$ cat config.mk
export PLATFORM = sky130hd
export DESIGN_NAME = unidade_busca
export DESIGN_NICKNAME = d
export VERILOG_FILES = /design/src/rtl/pacote_riscv.sv /design/src/rtl/unidade_busca_contador_instret.sv /design/src/rtl/unidade_busca.sv
export SDC_FILE = /design/constraint.sdc
export NUM_CORES = 1
export LEC_CHECK = 0
export BUFFER_PORTS_ARGS = -buffer_cell sky130_fd_sc_hd__buf_2
export CAP_MARGIN = 15
export CELL_PAD_IN_SITES_DETAIL_PLACEMENT = 1
export CELL_PAD_IN_SITES_GLOBAL_PLACEMENT = 2
export CORE_MARGIN = 3
export CORE_UTILIZATION = 30
export DETAILED_ROUTE_END_ITERATION = 10
export PLACE_DENSITY_LB_ADDON = 0.1
export SYNTH_ARGS = -nofsm -noshare
export SYNTH_HDL_FRONTEND = slang
export SYNTH_SLANG_ARGS = --single-unit
$ cat constraint.sdc
create_clock -name clk -period 4.85 [get_ports clk]
set_input_delay 0.97 -clock clk [delete_from_list [all_inputs] [get_ports clk]]
set_output_delay 0.97 -clock clk [all_outputs]
set_load 0.03 [all_outputs]
$ cat src/rtl/pacote_riscv.sv
// Shared definitions for the fetch stage: widths, reset PC, NOP encoding and FSM states.
package pacote_riscv;

    localparam int          LARGURA_PC_PADRAO    = 64;
    localparam int          LARGURA_INSTR_PADRAO = 32;
    localparam logic [63:0] PC_RESET_PADRAO      = 64'h0;
    localparam logic [31:0] INSTR_NOP            = 32'h00000013;

    typedef enum logic [1:0] {
        PARADO,
        VAZIO,
        CHEIO
    } estado_t;

endpackage

$ cat src/rtl/unidade_busca_contador_instret.sv
// Free-running enable counter with synchronous active-low reset; wraps modulo 2^LARGURA.
module contador_instret #(
    parameter int LARGURA = 64
) (
    input  logic               clk,
    input  logic               rst_n,
    input  logic               habilita,
    output logic [LARGURA-1:0] contagem
);

    always_ff @(posedge clk) begin
        if (!rst_n) begin
            contagem <= '0;
        end else if (habilita) begin
            contagem <= contagem + LARGURA'(1);
        end
    end

endmodule

$ cat src/rtl/unidade_busca.sv
// Instruction-fetch stage: owns the PC, holds one fetched instruction for decode,
// redirects on taken branches/jumps and counts retired instructions.
module unidade_busca
    import pacote_riscv::*;
#(
    parameter int                    LARGURA_PC    = LARGURA_PC_PADRAO,
    parameter int                    LARGURA_INSTR = LARGURA_INSTR_PADRAO,
    parameter logic [LARGURA_PC-1:0] PC_RESET      = LARGURA_PC'(PC_RESET_PADRAO)
) (
    input  logic                     clk,
    input  logic                     rst_n,
    input  logic                     atualiza_pc,
    input  logic                     desvio,
    input  logic [LARGURA_PC-1:0]    alvo,
    input  logic [LARGURA_INSTR-1:0] doutIM,
    input  logic                     ir_aceito,
    output logic [LARGURA_PC-1:0]    doutPC,
    output logic [LARGURA_INSTR-1:0] doutIR,
    output logic [LARGURA_PC-1:0]    pc_ir,
    output logic [LARGURA_PC-1:0]    pc_mais4,
    output logic                     ir_valido,
    output logic                     erro_alinh,
    output logic [63:0]              instret,
    output estado_t                  estadoDbg
);

    // Handshake: doutIR is offered while ir_valido=1 and is consumed on any
    // edge where ir_valido & ir_aceito; ir_aceito with ir_valido=0 is ignored.
    estado_t estado, estadoProx;
    logic    livre;
    logic    carga;
    logic    retira;

    assign ir_valido = (estado == CHEIO);
    assign retira    = ir_valido & ir_aceito;
    assign livre     = (estado == VAZIO) | retira;
    assign carga     = atualiza_pc & livre & ~desvio & (estado != PARADO);
    assign pc_mais4  = pc_ir + LARGURA_PC'(4);
    assign estadoDbg = estado;

    always_comb begin
        estadoProx = estado;
        if (desvio) begin
            estadoProx = VAZIO;
        end else if (carga) begin
            estadoProx = CHEIO;
        end else if (retira) begin
            estadoProx = VAZIO;
        end else if (estado == PARADO) begin
            estadoProx = VAZIO;
        end
    end

    always_ff @(posedge clk) begin
        if (!rst_n) begin
            estado     <= PARADO;
            doutPC     <= PC_RESET;
            doutIR     <= LARGURA_INSTR'(INSTR_NOP);
            pc_ir      <= PC_RESET;
            erro_alinh <= 1'b0;
        end else begin
            estado <= estadoProx;
            if (desvio) begin
                // Targets are forced word-aligned; a misaligned request is flagged sticky.
                doutPC <= {alvo[LARGURA_PC-1:2], 2'b00};
                if (alvo[1:0] != 2'b00) begin
                    erro_alinh <= 1'b1;
                end
            end else if (carga) begin
                doutIR <= doutIM;
                pc_ir  <= doutPC;
                doutPC <= doutPC + LARGURA_PC'(4);
            end
        end
    end

    contador_instret #(
        .LARGURA(64)
    ) uContador (
        .clk      (clk),
        .rst_n    (rst_n),
        .habilita (retira),
        .contagem (instret)
    );

endmodule
== Word-level counts from Yosys, hierarchy flattened ==
Cells that the tools add are included.

* Register bits: 227
* Bits of input ports: 101
* Output and inout bits: 292

* $add $sub $neg: 3
* Eq/ne operators: 2
* Muxes and demuxes: 6
* Bitwise logic cells: 7
* Reduce and logical (&&, ||, !) cells: 9

{| class="wikitable"
|+ Operators with widths
! kind !! number
|-
| $add 64x3->64 const B || 2
|-
| $mux 64 || 2
|-
| $add 64x1->64 const B || 1
|-
| $mux 2 || 3
|-
| $reduce_bool 2->1 || 3
|-
| $and 1x1->1 || 4
|-
| $reduce_and 2->1 || 2
|-
| $reduce_bool 4->1 || 1
|-
| $reduce_bool 3->1 || 1
|-
| $eq 2x1->1 const B || 1
|-
| $eq 2x2->1 const B || 1
|-
| $logic_not 2->1 || 1
|-
| $not 1->1 || 2
|-
| $reduce_or 2->1 || 1
|-
| $mux 1 || 1
|-
| $or 1x1->1 || 1
|}

== Depth between registers and ports, before layout ==
* Depth after elaboration: 8
* Mapped depth: 9
* Gate-level depth less buffers: 6

== Hierarchy ==
A second synthesis with hierarchy kept.

* Cell total of the unflattened synthesis: 1476
* Area, all modules: 11365.9 µm²

{| class="wikitable"
|+ Modules (own cells, without submodules)
! module !! instances !! cells each !! area an instance (µm²) !! sequential area each (µm²)
|-
| unidade_busca || 1 || 1119 || 8236.6 || 3183.1
|-
| contador_instret || 1 || 357 || 3129.3 || 1281.2
|}

== Worst setup path before layout ==
OpenSTA, ideal clock, no wires.

* Path type: register -> output
* From: register pc_ir[5]
* To: output port pc_mais4[21]
* Data arrival time: 2.375 ns
* Required time: 3.880 ns
* Setup slack: 1.505 ns
* Stages on the path, launching flop included: 6
* Path through: dfxtp_1 nand4_1 nor4_1 nor2b_1 nand3_1 xnor2_1

* Longest elaborated chain between the ends: 1

{| class="wikitable"
|+ Ends and longest elaborated chain
! element !! RTL line !! source
|-
| from (decl) || unidade_busca.sv:19 || <nowiki>output logic [LARGURA_PC-1:0] pc_ir,</nowiki>
|-
| from (signal assigned) || unidade_busca.sv:71 || <nowiki>pc_ir <= doutPC;</nowiki>
|-
| $add 64x3->64 || unidade_busca.sv:38 || <nowiki>assign pc_mais4 = pc_ir + LARGURA_PC'(4);</nowiki>
|-
| to (decl) || unidade_busca.sv:20 || <nowiki>output logic [LARGURA_PC-1:0] pc_mais4,</nowiki>
|}

Every way passes these cells.

== Final worst setup path ==
* From: register pc_ir[13]
* To: output port pc_mais4[49]

Same word-level chain as after synthesis.

==> impl_metrics.toml <==
[outcome]
status = "complete, no violations"

[global_routing]
grt_first_pass_wirelength_um = 77050
grt-ovfl-total = 0
grt_pass1_vias = 12690
gr-usage-all-layers = 0.2335
antenna_found_initial = 11
grt_max_degree = 131

[worst_setup_path]
start_kind = "register"
r2r-end = "doutPC[41]$_SDFFE_PN0P_"
r2r_slack_ns = 1.90
end_kind = "output port"
endpoint = "pc_mais4[49]"
arrival_ns = 3.02
worst-path-max-fanout = 9
rr_startpoint = "doutPC[21]$_SDFFE_PN0P_"
r2r_cells = 5
worstSetupPathType = "register to output port"
crit_start = "pc_ir[13]$_SDFFE_PN0P_"
worst_ep_required_time_ns = 3.88

[power_and_ir_drop]
power_frac_seq = 0.417
p_leak_nw = 5.999
switchingPower_mw = 1.292
clkPwrFrac = 0.486
vdd_drop_max_mv = 0.2663
pwr-share-comb = 0.096
p_per_area_nw_per_um2 = 319.7
p_total_mw = 4.784
p_int_mw = 3.491
switching_share = 0.2702

[timing]
skew_ns = 0.01439
fin_crit_sh = 0.8221
tightestPinTransition_ns = 1.062
hold_viol_final = 0
fmax_ghz = 0.2508
fin_tns_setup_ns = 0
rsz0062_at_grt = "false"
relSlewSlack = 0.2923
maxSlewViolCount = 0
setup_viol = 0
finalCriticalPeriod_ns = 3.987

[die]
row_count = 71
core_um2 = 37840
die_w_um = 202.4
start_util = 0.3057
ios = 393
dieArea_um2 = 40950
fp.dieH_um = 202.4

[clocking]
htree_levels = 1
ctsResizeCount = 0
post_cts_buffers = 0
insertion_delay_ns = 0.55
cts_hold_buf = 0
clock_path_buffers = 3
cts_root_buf = "clkbuf_16"
clkTransAtPathRegs_ns = 0.06
clock-sinks = 223
cts_buffers = 28
cts_tree = "done"

[yosys]
synth_top_cell_area_share = 0.3859
synth_area_leaders = "dfxtp_1, nand2_1, a21oi_1, xnor2_1, xor2_1"
synth_async_sr_flop_share = 0
synth_cell_types = 66
syn_area_um2 = 11570
synthTopCellsByCount = "nand2_1, dfxtp_1, a21oi_1"
synth_area_leader_cell = "dfxtp_1"
yosys_register_bits = 223
synth-edff-count = 0
synthFlopType = "dfxtp_1"
synth_warnings = 0
yosysSeqAreaShare = 0.3859
synth.most_common_cell = "nand2_1"
synth_area_per_cell_um2 = 7.676
netlist_instances = 1507

[placement]
place.gp.congestion = 0.8728
dp.cells = 2336
portBuffers = 386
hpwl_um = 37140

[min_path]
hold_depth = 2
min_path_type = "register to register"

[drt]
via_count = 12590
routedWlPerCell_um = 20.82
drt-pass1-iter-count = 5
drt-initial-drc-count = 566
wirelength_um = 49760
drc = 0
antenna_left = 0
via_per_inst = 5.267

[final_layout]
n_fill_cell = 4751
fin_nets = 1959
final_cell_count_no_fill = 2390
areaGrowthSynthToFinish_pct = 29.36
final_util = 0.3954
drive_gt1_frac = 0.2541

[job]
maxCapViolCount = 0
==> worst min-delay path by stage <==
stage	start	endpoint	slack, ns
6_report	doutIR[29]$_SDFFE_PN0P_	doutIR[29]$_SDFFE_PN0P_	0.45
2_1_floorplan	erro_alinh$_SDFFE_PN0P_	erro_alinh$_SDFFE_PN0P_	0.57
5_1_grt	doutIR[11]$_SDFFE_PN0P_	doutIR[11]$_SDFFE_PN0P_	0.47
3_5_place_dp	erro_alinh$_SDFFE_PN0P_	erro_alinh$_SDFFE_PN0P_	0.44
3_3_place_gp	erro_alinh$_SDFFE_PN0P_	erro_alinh$_SDFFE_PN0P_	0.43
4_1_cts	doutIR[24]$_SDFFE_PN0P_	doutIR[24]$_SDFFE_PN0P_	0.45
==> cells by family after synthesis <==
| family | share of synthesized area |
|---|---|
| adder cells (fa/ha/maj) | 0.003245 |
| other | 0.0003242 |
| buffers and inverters | 0.04381 |
| flip-flops | 0.3859 |
| AND/OR/NAND/NOR | 0.3190 |
| XOR/XNOR | 0.08556 |
| AO/OA/AOI/OAI | 0.1557 |
| multiplexers | 0.006490 |
==> power by group through the flow <==
stage          Combinational (mW)  Clock, mW  Sequential [mW]
2_1_floorplan               0.195          0             2.10
3_3_place_gp                0.462          0             2.03
3_5_place_dp                0.467          0             2.04
4_1_cts                     0.468       2.39             2.00
5_1_grt                     0.500       2.46             2.01
6_report                    0.462       2.33             2.00
==> layout make-up <==
class,count,area [µm²],area share
antenna,2,5.005,0.0003345
clock buffer,34,784.5,0.05243
clock inverter,18,250.2,0.01672
inverter,36,140.1,0.009365
multi-input combinational,1163,6623,0.4426
sequential,223,4464,0.2984
tap,511,639.4,0.04273
timing repair buffer,403,2057,0.1375
==> sequential cells by signal (all words and copies together), names as in the netlist <==
name and flops:
uContador.contagem 64, doutPC 62, pc_ir 62, doutIR 32, estadoDbg 2, erro_alinh 1
==> routing by layer <==
metal / part of all wire / global-route usage / wire, µm / vias to the layer above
met5: 0.0023 / 0 / 115 / -
met4: 0.014 / 0.04454 / 716 / 18
met3: 0.054 / 0.04526 / 2664 / 62
met2: 0.47 / 0.3971 / 23610 / 317
met1: 0.46 / 0.3108 / 22660 / 6074
li1: - / - / - / 6116
==> cell usage in the layout, fill, tap and decap left out, drive strengths merged, types with 3 or more instances in the layout <==
master    Yosys  layout
nand3        76      76
or2           3       3
o21ai        72      72
a311oi        3       3
clkbuf       67      34
ha            3       3
clkinvlp      0       4
a211oi        7       7
mux2          4       4
clkinv        1       9
nand3b        4       4
or3          33      33
or4          31      31
and4         27      27
nor4         35      35
o31ai        26      26
conb          1       6
nand2       282     282
buf          23     403
bufinv        0       6
nor2b         3       3
dfxtp       223     223
o21a          3       3
nand4        78      78
mux2i         3       3
nor3         32      32
inv          35      35
nand4b        3       3
o211ai        8       8
xor2         56      56
xnor2        57      57
a22o          3       3
a21oi       150     150
nor2         73      73
and3         23      23
and2         11      11
a31oi        23      23
==> through the flow <==
stage / hold slack [ns] / setup WS (ns) / area [µm²]
floorplan: 0.5708 / 1.505 / 11590
global placement: 0.4308 / 1.470 / 13920
detailed placement: 0.4437 / 1.438 / 13920
CTS: 0.4542 / 0.8386 / 14960
global route: 0.4741 / 0.6164 / 14960
finish: 0.4521 / 0.8630 / 14960
==> critical path: stages, from the launching register on <==
cell and delay (ns):
dfxtp_1 0.46, and4_1 0.31, and4_1 0.40, nand4_1 0.52, nor4_1 0.40, xor2_1 0.17
buf_2 0.21
Note: power is estimated with default switching activity, not from simulation.
